==> config.mk <==
export PLATFORM = sky130hd
export DESIGN_NAME = trapez_shaper_controller
export DESIGN_NICKNAME = d
export VERILOG_FILES = /design/src/rtl/trapez_shaper_controller_pkg.sv /design/src/rtl/trapez_shaper_controller_trigger.sv /design/src/rtl/trapez_shaper_controller.sv
export SDC_FILE = /design/constraint.sdc
export NUM_CORES = 1
export LEC_CHECK = 0
export ABC_AREA = 1
export BUFFER_PORTS_ARGS = -buffer_cell sky130_fd_sc_hd__clkbuf_2
export CORE_ASPECT_RATIO = 0.7
export CORE_UTILIZATION = 30
export CTS_CLUSTER_SIZE = 28
export DETAILED_ROUTE_END_ITERATION = 8
export HOLD_SLACK_MARGIN = 0.06
export PLACE_DENSITY = 0.58
export SLEW_MARGIN = 20
export SYNTH_ARGS = -nofsm -noshare
export SYNTH_HDL_FRONTEND = slang
export SYNTH_SLANG_ARGS = --single-unit
==> constraint.sdc <==
create_clock -name clk -period 3 [get_ports clk]
set_input_delay 0.45 -clock clk [delete_from_list [all_inputs] [get_ports clk]]
set_output_delay 0.45 -clock clk [all_outputs]
set_load 0.05 [all_outputs]
==> src/rtl/trapez_shaper_controller_pkg.sv <==
// trapez_shaper_controller_pkg: shared FSM state type, default widths and peak-timing helper
package trapez_shaper_controller_pkg;

    localparam int DEFAULT_DATA_WIDTH   = 16;
    localparam int DEFAULT_OUTPUT_WIDTH = 32;

    typedef enum logic [1:0] {IDLE, WAIT_PEAK, HOLD} state_e;

    function automatic int peak_samples(input int rise_time, input int flat_top, input int latency);
        return latency + rise_time + flat_top / 2;
    endfunction

endpackage

==> src/rtl/trapez_shaper_controller_trigger.sv <==
// trapez_trigger: fast-difference leading-edge trigger, registered so it lines up with the forwarded sample
module trapez_trigger #(
    parameter int DATA_WIDTH = 16
) (
    input  logic                         clk,
    input  logic                         reset,
    input  logic signed [DATA_WIDTH-1:0] input_data,
    input  logic                         input_data_valid,
    input  logic        [DATA_WIDTH-1:0] threshold,
    output logic                         trig
);

    logic signed [DATA_WIDTH-1:0] prev_q;
    logic                         prev_valid_q;
    logic                         trig_q;
    logic signed [DATA_WIDTH:0]   diff;
    logic signed [DATA_WIDTH:0]   thr_ext;

    // one extra bit keeps the difference of two signed samples exact
    assign diff    = $signed({input_data[DATA_WIDTH-1], input_data}) - $signed({prev_q[DATA_WIDTH-1], prev_q});
    assign thr_ext = $signed({1'b0, threshold});
    assign trig    = trig_q;

    always_ff @(posedge clk) begin
        if (reset) begin
            prev_q       <= '0;
            prev_valid_q <= 1'b0;
            trig_q       <= 1'b0;
        end else begin
            trig_q <= input_data_valid && prev_valid_q && (diff > thr_ext);
            if (input_data_valid) begin
                prev_q       <= input_data;
                prev_valid_q <= 1'b1;
            end
        end
    end

endmodule

==> src/rtl/trapez_shaper_controller.sv <==
// trapez_shaper_controller: trigger, peak timing, pile-up rejection and hold-off around the trapezoidal shaper.
// Optional event/pile-up statistics ports when TRAPEZ_SHAPER_CONTROLLER_STATS_EN is defined.
module trapez_shaper_controller
    import trapez_shaper_controller_pkg::*;
#(
    parameter int DATA_WIDTH     = DEFAULT_DATA_WIDTH,
    parameter int OUTPUT_WIDTH   = DEFAULT_OUTPUT_WIDTH,
    parameter int RISE_TIME      = 8,
    parameter int FLAT_TOP       = 4,
    parameter int SHAPER_LATENCY = 3,
    parameter int HOLDOFF        = 16
) (
    input  logic                           clk,
    input  logic                           reset,
    input  logic signed [DATA_WIDTH-1:0]   input_data,
    input  logic                           input_data_valid,
    input  logic        [DATA_WIDTH-1:0]   threshold,
    output logic signed [DATA_WIDTH-1:0]   shaper_input_data,
    output logic                           shaper_enable,
    input  logic signed [OUTPUT_WIDTH-1:0] shaper_output_data,
    input  logic                           shaper_output_data_valid,
    output logic signed [OUTPUT_WIDTH-1:0] energy,
    output logic                           energy_valid,
    output logic                           pileup,
    output logic                           busy
`ifdef TRAPEZ_SHAPER_CONTROLLER_STATS_EN
    ,
    output logic [31:0]                    event_count,
    output logic [31:0]                    pileup_count
`endif
);

    localparam int PEAK = peak_samples(RISE_TIME, FLAT_TOP, SHAPER_LATENCY);
    localparam int CW   = $clog2(PEAK > HOLDOFF ? PEAK : HOLDOFF) + 1;

    state_e                          state_q;
    logic [CW-1:0]                   cnt_q;
    logic [CW-1:0]                   hcnt_q;
    logic signed [DATA_WIDTH-1:0]    sdata_q;
    logic                            sen_q;
    logic signed [OUTPUT_WIDTH-1:0]  energy_q;
    logic                            energy_valid_q;
    logic                            pileup_q;
    logic                            trig;

    trapez_trigger #(.DATA_WIDTH(DATA_WIDTH)) u_trigger (
        .clk              (clk),
        .reset            (reset),
        .input_data       (input_data),
        .input_data_valid (input_data_valid),
        .threshold        (threshold),
        .trig             (trig)
    );

    always_ff @(posedge clk) begin
        if (reset) begin
            state_q        <= IDLE;
            cnt_q          <= '0;
            hcnt_q         <= '0;
            sdata_q        <= '0;
            sen_q          <= 1'b0;
            energy_q       <= '0;
            energy_valid_q <= 1'b0;
            pileup_q       <= 1'b0;
        end else begin
            sdata_q        <= input_data;
            sen_q          <= input_data_valid;
            energy_valid_q <= 1'b0;
            pileup_q       <= 1'b0;
            case (state_q)
                IDLE: begin
                    if (trig) begin
                        state_q <= WAIT_PEAK;
                        cnt_q   <= '0;
                    end
                end
                WAIT_PEAK: begin
                    // a second edge before the peak wins over a coincident peak sample
                    if (trig) begin
                        pileup_q <= 1'b1;
                        state_q  <= HOLD;
                        hcnt_q   <= '0;
                    end else if (shaper_output_data_valid) begin
                        if (cnt_q == CW'(PEAK - 1)) begin
                            energy_q       <= shaper_output_data;
                            energy_valid_q <= 1'b1;
                            state_q        <= HOLD;
                            hcnt_q         <= '0;
                        end else begin
                            cnt_q <= cnt_q + CW'(1);
                        end
                    end
                end
                HOLD: begin
                    if (trig) begin
                        pileup_q <= 1'b1;
                        hcnt_q   <= '0;
                    end else if (input_data_valid) begin
                        if (hcnt_q == CW'(HOLDOFF - 1)) state_q <= IDLE;
                        else hcnt_q <= hcnt_q + CW'(1);
                    end
                end
                default: state_q <= IDLE;
            endcase
        end
    end

    assign shaper_input_data = sdata_q;
    assign shaper_enable     = sen_q;
    assign energy            = energy_q;
    assign energy_valid      = energy_valid_q;
    assign pileup            = pileup_q;
    assign busy              = (state_q != IDLE);

`ifdef TRAPEZ_SHAPER_CONTROLLER_STATS_EN
    logic [31:0] event_count_q;
    logic [31:0] pileup_count_q;

    always_ff @(posedge clk) begin
        if (reset) begin
            event_count_q  <= '0;
            pileup_count_q <= '0;
        end else begin
            if (energy_valid_q && event_count_q != 32'hFFFF_FFFF) event_count_q <= event_count_q + 32'd1;
            if (pileup_q && pileup_count_q != 32'hFFFF_FFFF) pileup_count_q <= pileup_count_q + 32'd1;
        end
    end

    assign event_count  = event_count_q;
    assign pileup_count = pileup_count_q;
`endif

endmodule

==> results of run 1 <==
[power breakdown]
| group | total [mW] | switching, mW | internal (mW) |
|---|---|---|---|
| sequential | 1.17 | 0.0349 | 1.14 |
| combinational | 0.916 | 0.578 | 0.338 |
| clock | 1.19 | 0.433 | 0.757 |
[cell type report]
type                            count  area, sq um  share of cell area [%]
Inverter                           84          315                    6.02
Timing Repair Buffer              121          611                    11.7
Clock buffer                       11          243                    4.63
Sequential cell                    81         1620                    31.0
Clock inverter                      5         86.3                    1.65
Tap cell                          185          231                    4.42
Multi-Input combinational cell    360         2130                    40.7
[cells in the final DEF, fill, tap and decap left out, drive strengths merged, types with 2 or more instances in the layout]
master / count
o21bai: 3
dfxtp: 81
bufinv: 2
ha: 40
clkinv: 2
a21boi: 2
nor2: 106
a211oi: 4
nand3b: 2
nand4: 4
nand3: 13
nor3: 8
buf: 2
a21oi: 43
xor2: 11
clkbuf: 130
xnor2: 4
o21ai: 57
inv: 85
nand2: 56
[worst max-delay path by stage]
| stage | startpoint | endpoint | cells after the start |
|---|---|---|---|
| floorplan | input_data[0] | u_trigger.trig | 19 |
| global placement | input_data[0] | u_trigger.trig | 19 |
| detailed placement | input_data[0] | u_trigger.trig | 20 |
| CTS | u_trigger.prev_q[0] | u_trigger.trig | 18 |
| global route | u_trigger.prev_q[0] | u_trigger.trig | 17 |
| finish | u_trigger.prev_q[0] | u_trigger.trig | 18 |
[critical path, delay by kind of cell, from the launching register on]
family | cells | cell delay, ps
AOI/OAI and AO/OA | 4 | 470
adders and majority gates | 3 | 900
and+or+nand+nor | 10 | 870
buffers and inverters | 1 | 80
DFF | 1 | 310
[flip-flops by register name, summed over array words and instances, names as in the netlist]
register,count
state_q,2
energy,32
hcnt_q,5
shaper_enable,1
cnt_q,5
u_trigger.prev_q,16
energy_valid,1
u_trigger.trig,1
u_trigger.prev_valid_q,1
shaper_input_data,16
pileup,1
[layer usage]
metal | track usage, % | up-vias
met4 | 3.64 | 0
met5 | 0 | -
met2 | 21.9 | 74
met1 | 19.3 | 1657
li1 | - | 1963
met3 | 4.87 | 11
[cell families (layout without fill, tap and decap cells)]
| group | count (synthesis) | count (layout) | share of synthesized area [%] |
|---|---|---|---|
| AOI/OAI and AO/OA | 113 | 113 | 15.3 |
| xor gates and xnor gates | 15 | 15 | 3.17 |
| adders and majority gates | 41 | 41 | 12.6 |
| buffers and inverters | 101 | 221 | 9.34 |
| DFF | 81 | 81 | 39.2 |
| and+or+nand+nor | 191 | 191 | 20.4 |
[per-stage QoR]
step	hold slack (ps)	instances
6_report	348	847
5_1_grt	362	847
4_1_cts	339	847
3_5_place_dp	456	831
3_3_place_gp	445	831
2_1_floorplan	435	542
==> impl_metrics.tcl, run 1 <==
set metrics [dict create \
    period_needed_ps 2740 \
    cts_buffers 9 \
    grt_pass1_vias 3509 \
    hold_depth 3 \
    overflow 0 \
    grt_usage_pct 14.4 \
    finalInstanceArea_sq_um 5240 \
    seq_area_frac_synth_pct 39.2 \
    worst_pin_slew_ps 660 \
    peakVddDrop_mv 0.328 \
    netlist_area_sq_um 4140 \
    clkLatencyLatePin_ps 330 \
    highest_layer "met4" \
    synthArstFlopShare_pct 0 \
    hpwl_microns 7860 \
    diodes 0 \
    reg2reg_from "u_trigger.prev_q[0]" \
    leakage_nw 2.60 \
    ys.flop_type "dfxtp_1" \
    drt_iter0_drc 158 \
    cpMostUsedCell "nand3_1" \
    htreeDepth 3 \
    holdCritPathClass "input port to register" \
    wl_met3_microns 526 \
    outcome "finished clean" \
    synth_warnings 0 \
    synth_top_cells_by_count "101 x nor2_1, 81 x dfxtp_1, 78 x inv_1, 51 x nand2_1, 51 x o21ai_0" \
    rows 35 \
    yosys-top-cells-area "dfxtp_1 39%, ha_1 12%, nor2_1 9.2%" \
    min_from "input_data[2]" \
    pre_cts_ws_ps -52.7 \
    synth_top_area_share_pct 39.2 \
    post_cts_resized 0 \
    chipWidth_microns 142 \
    worst_slack_ps 258 \
    nets 766 \
    area_delta_synth_final_pct 26.6 \
    slowest_delay_ps 420 \
    dr.pass1.iters 4 \
    finalSetupTns_ps 0 \
    synth_edf_count 0 \
    drc 0 \
    ant_nets 0 \
    min_to "shaper_input_data[2]" \
    r2r.worst_path.cells 18 \
    cts_num_sinks 81 \
    core_area_sq_um 13300 \
    worstPathCellList "ha_1 -> fa_1 -> o21ai_2 -> nand3_1 -> nand2_2 -> nand2_2 -> o21bai_4 -> nand2_1 -> nand3_1 -> nand2_1 -> ha_1 -> nand2_1 -> inv_1 -> nand3_1 -> nor3_1 -> a31oi_1 -> nand3_1 -> a21oi_1" \
    report.final.slew_viol_count 0 \
    drv_cap 0 \
    io_pins 120 \
    synthCells 542 \
    clock-root-buffer "clkbuf_16" \
    cp.arrival_ps 2970 \
    antenna_found_initial 0 \
    fillers 1407 \
    yosys.area.top_type "dfxtp_1" \
    avgRoutedWirePerCell_microns 11.8 \
    synth.avg_cell_area_sq_um 7.63 \
    setup_viol 0 \
    finClkSkew_ps 9.08 \
    cts_tree "built" \
    ys_seq_elements 81 \
    wl_met1_microns 5100 \
    syn-num-nets 651 \
    hold_buffers 0 \
    reg2reg_to "u_trigger.trig" \
    grt_max_degree 36 \
    worstSetupPathType "register to register" \
    path_max_fanout 3 \
    detail_route.vias_per_cell 4.37 \
    dieArea_sq_um 14300 \
    p_per_area_nw_per_um2 626 \
    via_count 3705 \
    start_util_pct 31.1 \
    clk_pin_slew_ps 60 \
    fin_crit_sh_pct 91.4 \
    synth.distinct_cells 40 \
    placed_area_sq_um 4910 \
    synth_most_common_cell "nor2_1" \
    routed_wl_microns 9980 \
    hold_viol 0 \
    slew_headroom_pct 55.9 \
    end_kind "register" \
    slowest_stage "fa_1" \
    place_congestion 0.816 \
    wl_met2_microns 4260 \
    cp.required_ps 3230 \
    rsz0062_at_grt "no" \
    io_buffers 119 \
    finish.utilization_pct 39.3 \
    fin_total_pwr_mw 3.28 \
    r2r_slack_ps 260 \
    cts_setup_buffers 0 \
    clock.fmax_mhz 365 \
    die_y_microns 100 \
    start_kind "register" \
    grt_pass1_wl_microns 16200 \
    clock_path_buffers 2 \
    drive_gt1_share_pct 24.3 \
]
No activity file was read; power rests on OpenSTA's default activity.
==> run 2: changes to the inputs <==
--- a/config.mk
+++ b/config.mk
@@ -8,12 +8,14 @@
 export ABC_AREA = 1
 export BUFFER_PORTS_ARGS = -buffer_cell sky130_fd_sc_hd__clkbuf_2
 export CORE_ASPECT_RATIO = 0.7
-export CORE_UTILIZATION = 30
+export CORE_UTILIZATION = 53
 export CTS_CLUSTER_SIZE = 28
 export DETAILED_ROUTE_END_ITERATION = 8
 export HOLD_SLACK_MARGIN = 0.06
-export PLACE_DENSITY = 0.58
+export MAX_ROUTING_LAYER = met4
+export PLACE_DENSITY = 0.88
 export SLEW_MARGIN = 20
 export SYNTH_ARGS = -nofsm -noshare
 export SYNTH_HDL_FRONTEND = slang
+export SYNTH_HIERARCHICAL = 1
 export SYNTH_SLANG_ARGS = --single-unit
==> impl_metrics.tcl, run 2 <==
set metrics [dict create \
    final_cells 820 \
    path_max_fanout 5 \
    synth-adder-area-share_pct 11.9 \
    htreeDepth 3 \
    yosys-top-cells-area "dfxtp_1 37%, ha_1 11%, nor2_1 9.8%" \
    dr.pass1.iters 5 \
    synth_top_family_by_area "simple AND/OR/NAND/NOR gates" \
    cts_tree "built" \
    avgRoutedWirePerCell_microns 13.2 \
    synthXorXnorAreaFrac_pct 3.00 \
    setup_viol 0 \
    largest_reg_flops 32 \
    synth_top_area_share_pct 37.1 \
    syn-num-nets 704 \
    finClkSkew_ps 8.58 \
    peakVddDrop_mv 0.537 \
    clock_path_buffers 2 \
    synth.avg_cell_area_sq_um 7.35 \
    synth.distinct_cells 39 \
    cts_buffers 9 \
    antenna_found_initial 0 \
    drv_cap 0 \
    finalSetupTns_ps 0 \
    clk_pin_slew_ps 60 \
    clkLatencyLatePin_ps 330 \
    grt_pass1_wl_microns 17900 \
    netlist_area_sq_um 4380 \
    p_per_area_nw_per_um2 599 \
    outcome "finished clean" \
    rows 27 \
    fillers 670 \
    placed_area_sq_um 5020 \
    synthCells 595 \
    core_area_sq_um 7940 \
    synthSimpleGateAreaFrac_pct 23.9 \
    chipWidth_microns 111 \
    slew_headroom_pct 45.0 \
    cp.required_ps 3220 \
    finish.utilization_pct 67.3 \
    grt_pass1_vias 4110 \
    hpwl_microns 8020 \
    place_congestion 0.908 \
    clock.fmax_mhz 359 \
    cts_num_sinks 81 \
    cts_setup_buffers 0 \
    hold_viol 0 \
    drc 0 \
    routed_wl_microns 10800 \
    io_buffers 119 \
    via_count 4243 \
    diodes 0 \
    synthMuxAreaShare_pct 0 \
    grt_max_degree 34 \
    leakage_nw 2.86 \
    cp.arrival_ps 3000 \
    drive_gt1_share_pct 23.4 \
    ys_seq_elements 81 \
    final_common_cell "clkbuf_2" \
    worstSetupPathType "register to register" \
    die_y_microns 78.0 \
    start_kind "register" \
    area_delta_synth_final_pct 22.2 \
    synth_edf_count 0 \
    dieArea_sq_um 8630 \
    detail_route.vias_per_cell 5.17 \
    yosys.area.top_type "dfxtp_1" \
    rsz0062_at_grt "no" \
    ant_nets 0 \
    holdCritPathClass "input port to register" \
    seq_area_frac_synth_pct 37.1 \
    finalInstanceArea_sq_um 5350 \
    fin_crit_sh_pct 92.8 \
    synth_most_common_cell "nor2_1" \
    nets 823 \
    synthArstFlopShare_pct 0 \
    io_pins 120 \
    end_kind "register" \
    synth_compound_gate_area_share_pct 13.3 \
    ys.flop_type "dfxtp_1" \
    period_needed_ps 2790 \
    dp_cells 804 \
    clock-root-buffer "clkbuf_16" \
    mostFrequentLayoutCells "119 x clkbuf_2, 114 x nor2_1, 87 x inv_1" \
    synth_warnings 6 \
    overflow 0 \
    start_util_pct 55.1 \
    drt_iter0_drc 238 \
    grt_usage_pct 25.9 \
    synth_top_cells_by_count "114 x nor2_1, 88 x inv_1, 83 x nand2_1, 81 x dfxtp_1, 42 x o21ai_0" \
    worst_pin_slew_ps 824 \
    worst_hold_slack_ps 343 \
    report.final.slew_viol_count 0 \
]
## run 2: repair_timing
item	4_1_cts	5_1_grt
endpoints found under the setup margin	0	1
hold buffers	0	0
gates resized for setup	0	10
## run 2: path summary, 6_finish.rpt
path | startpoint | endpoint | slack (ps) | cells past startpoint
max | u_trigger/prev_q[4] | u_trigger/trig | 210 | 15
max reg2reg | u_trigger/prev_q[4] | u_trigger/trig | 210 | 15
min | input_data[13] | shaper_input_data[13] | 340 | 3
min reg2reg | u_trigger/prev_q[10] | u_trigger/prev_q[10] | 460 | 2
## run 2: through the flow
step                total power [mW]  setup WS, ps
floorplan                       1.89           179
global placement                2.06         -59.8
detailed placement              2.12          -216
CTS                             3.20          56.9
global route                    3.39         0.242
finish                          3.20           215
## run 2: cell type report
class	instances	area, sq um	area share [%]
Sequential cell	81	1620	30.4
Clock inverter	4	53.8	1.01
Clock buffer	12	236	4.42
Tap cell	101	126	2.36
Multi-Input combinational cell	405	2320	43.4
Timing Repair Buffer	125	641	12.0
Inverter	92	348	6.51
## run 2: logic make-up after synthesis
group	count (synthesis)
AO/OA/AOI/OAI	107
AND/OR/NAND/NOR	242
buffers and inverters	109
adder cells (fa/ha/maj)	41
XOR/XNOR	15
flip-flops	81
## run 2: metal layers
layer	GRT usage, %	routed length, microns	vias to the layer above
met2	43.7	5150	138
met5	-	0	-
met3	5.79	539	20
met1	31.2	4920	1957
li1	-	-	2128
met4	7.73	188	0
## run 2: power by group
part | internal, mW | switching [mW] | total (mW)
Sequential | 1.14 | 0.0425 | 1.19
Combinational | 0.348 | 0.604 | 0.952
Clock | 0.647 | 0.421 | 1.07
## run 2: critical path: stages, from the launching register on
cell      delay, ps
dfxtp_1         300
inv_1            50
ha_1            360
a21oi_2         200
a21boi_2        240
o21ai_2         120
a31oi_1         220
xnor2_1         120
ha_1            280
nand2_1          60
nor3_2          190
nand4_1         130
nor4_2          230
nor3_1           70
nand2_1          90
nor2_1           40
